### src/rtl/regfile_pkg.sv
// Shared defaults and types for the register file with pending-write scoreboard.
package regfile_pkg;

    localparam int DATA_W_DEF   = 32;
    localparam int ADDR_W_DEF   = 5;
    localparam int NUM_REGS_DEF = 2 ** ADDR_W_DEF;
    localparam int ZERO_ADDR    = 0;

    typedef logic [ADDR_W_DEF-1:0] reg_addr_t;

endpackage

### src/rtl/sb_bit.sv
// One scoreboard pending bit: falling-edge flop, async reset, set beats clear.
module sb_bit (
    input  logic clk,
    input  logic reset,
    input  logic set_i,
    input  logic clr_i,
    output logic pend_o
);

    logic pend_q;

    always_ff @(negedge clk or posedge reset) begin
        if (reset) begin
            pend_q <= 1'b0;
        end else if (set_i) begin
            pend_q <= 1'b1;
        end else if (clr_i) begin
            pend_q <= 1'b0;
        end
    end

    assign pend_o = pend_q;

endmodule

### src/rtl/regfile_sb.sv
// Two-read/one-write register file with per-register pending-write scoreboard;
// all state moves on the falling edge so decode sees it later in the same cycle.
module regfile_sb
    import regfile_pkg::*;
#(
    parameter int DATA_W   = DATA_W_DEF,
    parameter int ADDR_W   = ADDR_W_DEF,
    parameter int ZERO_REG = 1
) (
    input  logic              clk,
    input  logic              reset,
    input  logic              rd_en_a,
    input  logic [ADDR_W-1:0] rd_addr_a,
    output logic [DATA_W-1:0] rd_data_a,
    output logic              rd_pend_a,
    input  logic              rd_en_b,
    input  logic [ADDR_W-1:0] rd_addr_b,
    output logic [DATA_W-1:0] rd_data_b,
    output logic              rd_pend_b,
    input  logic              issue_en,
    input  logic [ADDR_W-1:0] issue_addr,
    input  logic              wr_en,
    input  logic [ADDR_W-1:0] wr_addr,
    input  logic [DATA_W-1:0] wr_data,
    output logic              stall,
    output logic [ADDR_W:0]   pend_count
);

    localparam int NUM_REGS = 2 ** ADDR_W;
    localparam int CNT_W    = ADDR_W + 1;

    logic [DATA_W-1:0] regs_q [NUM_REGS];
    logic [NUM_REGS-1:0] pend;
    logic [CNT_W-1:0]  pend_count_q, pend_count_d;
    logic              issue_zero, wr_zero;
    logic              cnt_inc, cnt_dec;

    assign issue_zero = (ZERO_REG != 0) && (issue_addr == ADDR_W'(ZERO_ADDR));
    assign wr_zero    = (ZERO_REG != 0) && (wr_addr == ADDR_W'(ZERO_ADDR));

    for (genvar r = 0; r < NUM_REGS; r++) begin : g_sb
        if (ZERO_REG != 0 && r == ZERO_ADDR) begin : g_tie
            assign pend[r] = 1'b0;
        end else begin : g_bit
            sb_bit u_bit (
                .clk    (clk),
                .reset  (reset),
                .set_i  (issue_en && (issue_addr == ADDR_W'(r))),
                .clr_i  (wr_en && (wr_addr == ADDR_W'(r))),
                .pend_o (pend[r])
            );
        end
    end

    always_ff @(negedge clk or posedge reset) begin
        if (reset) begin
            for (int unsigned i = 0; i < NUM_REGS; i++) begin
                regs_q[i] <= '0;
            end
        end else if (wr_en && !wr_zero) begin
            regs_q[wr_addr] <= wr_data;
        end
    end

    // Count tracks bit transitions rather than re-summing the vector:
    // a 0->1 only on a fresh issue, a 1->0 only on a clear not overridden by a set.
    always_comb begin
        pend_count_d = pend_count_q;
        cnt_inc      = issue_en && !issue_zero && !pend[issue_addr];
        cnt_dec      = wr_en && pend[wr_addr] && !(issue_en && (issue_addr == wr_addr));
        unique case ({cnt_inc, cnt_dec})
            2'b10:   pend_count_d = pend_count_q + CNT_W'(1);
            2'b01:   pend_count_d = pend_count_q - CNT_W'(1);
            default: pend_count_d = pend_count_q;
        endcase
    end

    always_ff @(negedge clk or posedge reset) begin
        if (reset) begin
            pend_count_q <= '0;
        end else begin
            pend_count_q <= pend_count_d;
        end
    end

    assign rd_data_a  = regs_q[rd_addr_a];
    assign rd_data_b  = regs_q[rd_addr_b];
    assign rd_pend_a  = pend[rd_addr_a];
    assign rd_pend_b  = pend[rd_addr_b];
    assign stall      = (rd_en_a && rd_pend_a) || (rd_en_b && rd_pend_b);
    assign pend_count = pend_count_q;

endmodule

### config.mk
export PLATFORM = sky130hd
export DESIGN_NAME = regfile_sb
export DESIGN_NICKNAME = d
export VERILOG_FILES = /design/src/rtl/regfile_pkg.sv /design/src/rtl/sb_bit.sv /design/src/rtl/regfile_sb.sv
export SDC_FILE = /design/constraint.sdc
export NUM_CORES = 2
export LEC_CHECK = 0
export CAP_MARGIN = 0
export CORE_MARGIN = 4
export CORE_UTILIZATION = 40
export CTS_CLUSTER_SIZE = 24
export DETAILED_ROUTE_END_ITERATION = 10
export HOLD_SLACK_MARGIN = 0.02
export PLACE_DENSITY = 0.66
export SLEW_MARGIN = 20
export SYNTH_ARGS = -nofsm -noshare
export SYNTH_HDL_FRONTEND = slang
export SYNTH_SLANG_ARGS = --single-unit
### constraint.sdc
create_clock -name clk -period 37.4 [get_ports clk]
set_input_delay 5.61 -clock clk [delete_from_list [all_inputs] [get_ports clk]]
set_output_delay 5.61 -clock clk [all_outputs]
set_load 0.05 [all_outputs]
==> results by group <==
Synth
  • Mean Syn Cell Area: 16.7 um^2
  • Synthesis Warnings: 0
  • Synthesized Nets: 3461
  • Yosys cell types: 41
  • Seq cells post-synth: 1061
  • Synth Cell Area: 56600 um^2
  • Register area share after synthesis: 46.9%
  • Synth Instances: 3397

Power
  • P_int: 2.57 mW
  • Final Power: 3.56 mW
  • Worst vdd ir: 0.0420 mV
  • Clock share of power: 32.9%
  • P_sw: 0.993 mW
  • Sw frac: 27.9%
  • Logic pwr share: 23.5%
  • Leak: 26.4 nW
  • Flop pwr share: 43.6%
  • Pwr/cell area: 56.6 nW/um^2

Critical path
  • CP Launch Type: input pin
  • CP max FO: 17
  • Crit end category: flip-flop
  • Worst-path cell chain: clkdlybuf4s50_1, nor2b_1, a22o_1, mux4_2, mux2i_1, nor2_1, ha_1, ha_1, a21o_1, a21oi_1, or4_1, nand3_1, xor2_1
  • Slowest CP cell: clkdlybuf4s50_1
  • CP most frequent cell: ha_1
  • CP Data Required Time: 19.19 ns
  • Top delay family on crit path: simple AND/OR/NAND/NOR gates
  • Arr. time, crit path: 9.64 ns
  • Crit path largest cell delay: 1.01 ns
  • CP Buf/Inv Count: 1
  • Critical path type: in -> reg

Route
  • DRC: 0
  • Initial drt markers: 2549
  • Vias per cell: 6.20
  • ANT nets after route: 0
  • DRT Pass-1 Iters: 5
  • Drt total wl: 156 mm
  • Wire per inst: 29.6 um
  • Routed vias: 32600

Global route
  • First-pass GRT wire length: 235 mm
  • Met3 usage: 3.39%
  • Number of global-route vias before repair: 34000
  • Largest net degree at the start of global routing: 178
  • Gr usage total: 21.3%
  • Gr busiest metal: met2
  • Met2 Usage GRT: 34.3%
  • Met1 Track Usage GR: 29.6%
  • Gr ovfl total: 0
  • Initial antenna violation count: 9

Clocking
  • TritonCTS buffer count: 110
  • Clk_lat worst skew: 0.67 ns
  • Clock sinks: 1061
  • Clock root buffer: clkbuf_16
  • H-tree levels: 3
  • Post-CTS sizing: 0
  • Reg clk slew, reported paths: 0.05 ns
  • Hold_buf cts: 0
  • Setup Buffers After CTS: 0
  • Max clock buf depth: 3
  • CTS tree: yes

Placement
  • DP Worst Slack: 8.92 ns
  • Dpl cells: 5040
  • Area post-placement: 59100 um^2
  • IO Port Bufs: 130
  • Final HPWL DP: 81.9 mm
  • Final GP Congestion: 0.770

Timing
  • Clk_skew: 0.0281 ns
  • Fin Hold WS: 0.340 ns
  • Worst Tran Pin Value: 1.11 ns
  • Setup TNS: 0 ns
  • Fin. Hold Viols: 0
  • Slew margin rel.: 26.2%
  • Min setup slack post-route: 9.56 ns
  • Final Setup Violations: 0
  • Max Slew Vio Count: 0
  • RSZ-0062 raised after global routing: false

Run status
  • Status: finished clean

Finish
  • Syn-to-layout area delta: 11.2%
  • Final core utilization: 44.9%
  • Fin area: 63000 um^2
  • Nets: 3340
  • Share of cells above drive strength 1: 59.6%
  • Non-Filler Instances: 5252
  • Fillers: 12100

Die
  • Row count: 137
  • Die area: 148000 um^2
  • Starting Density: 40.4%
  • Die Y-Extent: 384 um
  • Die W: 384 um
  • CORE AREA: 140000 um^2
  • I/O Pins: 131

Run
  • Max_cap viols: 0

Worst hold path
  • Hold WC Path Type: reg -> reg
-- power by group through the flow --
stage               Combinational (mW)  Sequential, mW  Clock (mW)
floorplan                        0.655            1.53           0
global placement                 0.828            1.55           0
detailed placement               0.840            1.57           0
CTS                              0.844            1.55        1.20
global route                     0.890            1.58        1.24
finish                           0.836            1.55        1.17
-- sequential cells by signal, indices dropped and copies added, names as in the netlist --
signal / count
g_sb.g_bit.u_bit.pend_o: 31
pend_count: 6
regs_q: 1024
-- final timing paths --
check	start	end	slack, ns	cells after the start
max in group asynchronous	reset	regs_q[390]$_DFFE_NP0P_	10.27	6
worst min-delay path	regs_q[1015]$_DFFE_NP0P_	regs_q[1015]$_DFFE_NP0P_	0.34	0
worst min register to register	regs_q[1015]$_DFFE_NP0P_	regs_q[1015]$_DFFE_NP0P_	0.34	0
worst max-delay path	wr_addr[0]	pend_count[5]$_DFFE_NP0P_	9.56	13
worst max register to register	g_sb[11].g_bit.u_bit.pend_o$_DFFE_NP0P_	pend_count[5]$_DFFE_NP0P_	34.14	11
min in group asynchronous	reset	regs_q[686]$_DFFE_NP0P_	24.13	3
-- synthesized netlist by cell type (all sizes together) --
library cell / number / share of area (%)
nand4b: 5 / 0.077
o31ai: 4 / 0.053
a21o: 2 / 0.027
inv: 19 / 0.13
a21oi: 3 / 0.027
and3b: 1 / 0.015
nor2b: 13 / 0.14
nand3: 12 / 0.11
xor2: 3 / 0.046
nor3: 8 / 0.080
mux2: 1060 / 21
nor4bb: 3 / 0.053
or4: 4 / 0.060
nor3b: 5 / 0.066
a22o: 13 / 0.20
fa: 1 / 0.035
nand2b: 5 / 0.055
a221oi: 3 / 0.046
ha: 5 / 0.11
clkbuf: 229 / 1.5
and3: 3 / 0.033
a2111oi: 1 / 0.015
buf: 177 / 1.6
nor4: 4 / 0.044
a32o: 2 / 0.035
o22ai: 11 / 0.12
nand4: 8 / 0.088
xnor2: 7 / 0.11
nand2: 26 / 0.17
mux2i: 2 / 0.035
dfrtn: 1061 / 47
mux4: 671 / 27
o21ai: 10 / 0.088
and2: 3 / 0.033
nor2: 11 / 0.073
and4b: 2 / 0.035
-- area by class of cell --
cell class	count	area (um^2)	share of cell area [%]
Clock buffer	163	3250	5.17
Sequential cell	1061	26600	42.2
Antenna cell	6	15.0	0.0239
Tap cell	1876	2350	3.73
Inverter	19	75.1	0.119
Timing Repair Buffer	173	1650	2.63
Multi-Input combinational cell	1911	28400	45.2
Clock inverter	43	609	0.968
-- layout by cell type, fill, tap and decap left out, drive strengths merged, types with 21 or more instances in the layout --
cell type,instances
buf,67
dfrtn,1061
clkdlybuf4s50,106
mux4,671
inv,21
mux2,1060
nand2,26
clkbuf,163
clkinv,23
-- per-layer routing --
| metal | wire length [um] | part of all wire [%] | up-vias |
|---|---|---|---|
| li1 | - | - | 13100 |
| met5 | 34 | 0.022 | - |
| met3 | 8960 | 5.8 | 250 |
| met1 | 66400 | 43 | 18100 |
| met4 | 4700 | 3.0 | 4 |
| met2 | 75400 | 48 | 1078 |
-- cell families after synthesis --
kind of cell             Yosys count  share of synthesized area, %
AO/OA/AOI/OAI                     49                         0.614
XOR/XNOR                          10                         0.155
adder cells (fa/ha/maj)            6                         0.146
buffers and inverters            425                          3.25
flip-flops                      1061                          46.9
multiplexers                    1733                          47.8
AND/OR/NAND/NOR                  113                          1.14
Power figures use the tool's default switching activity.
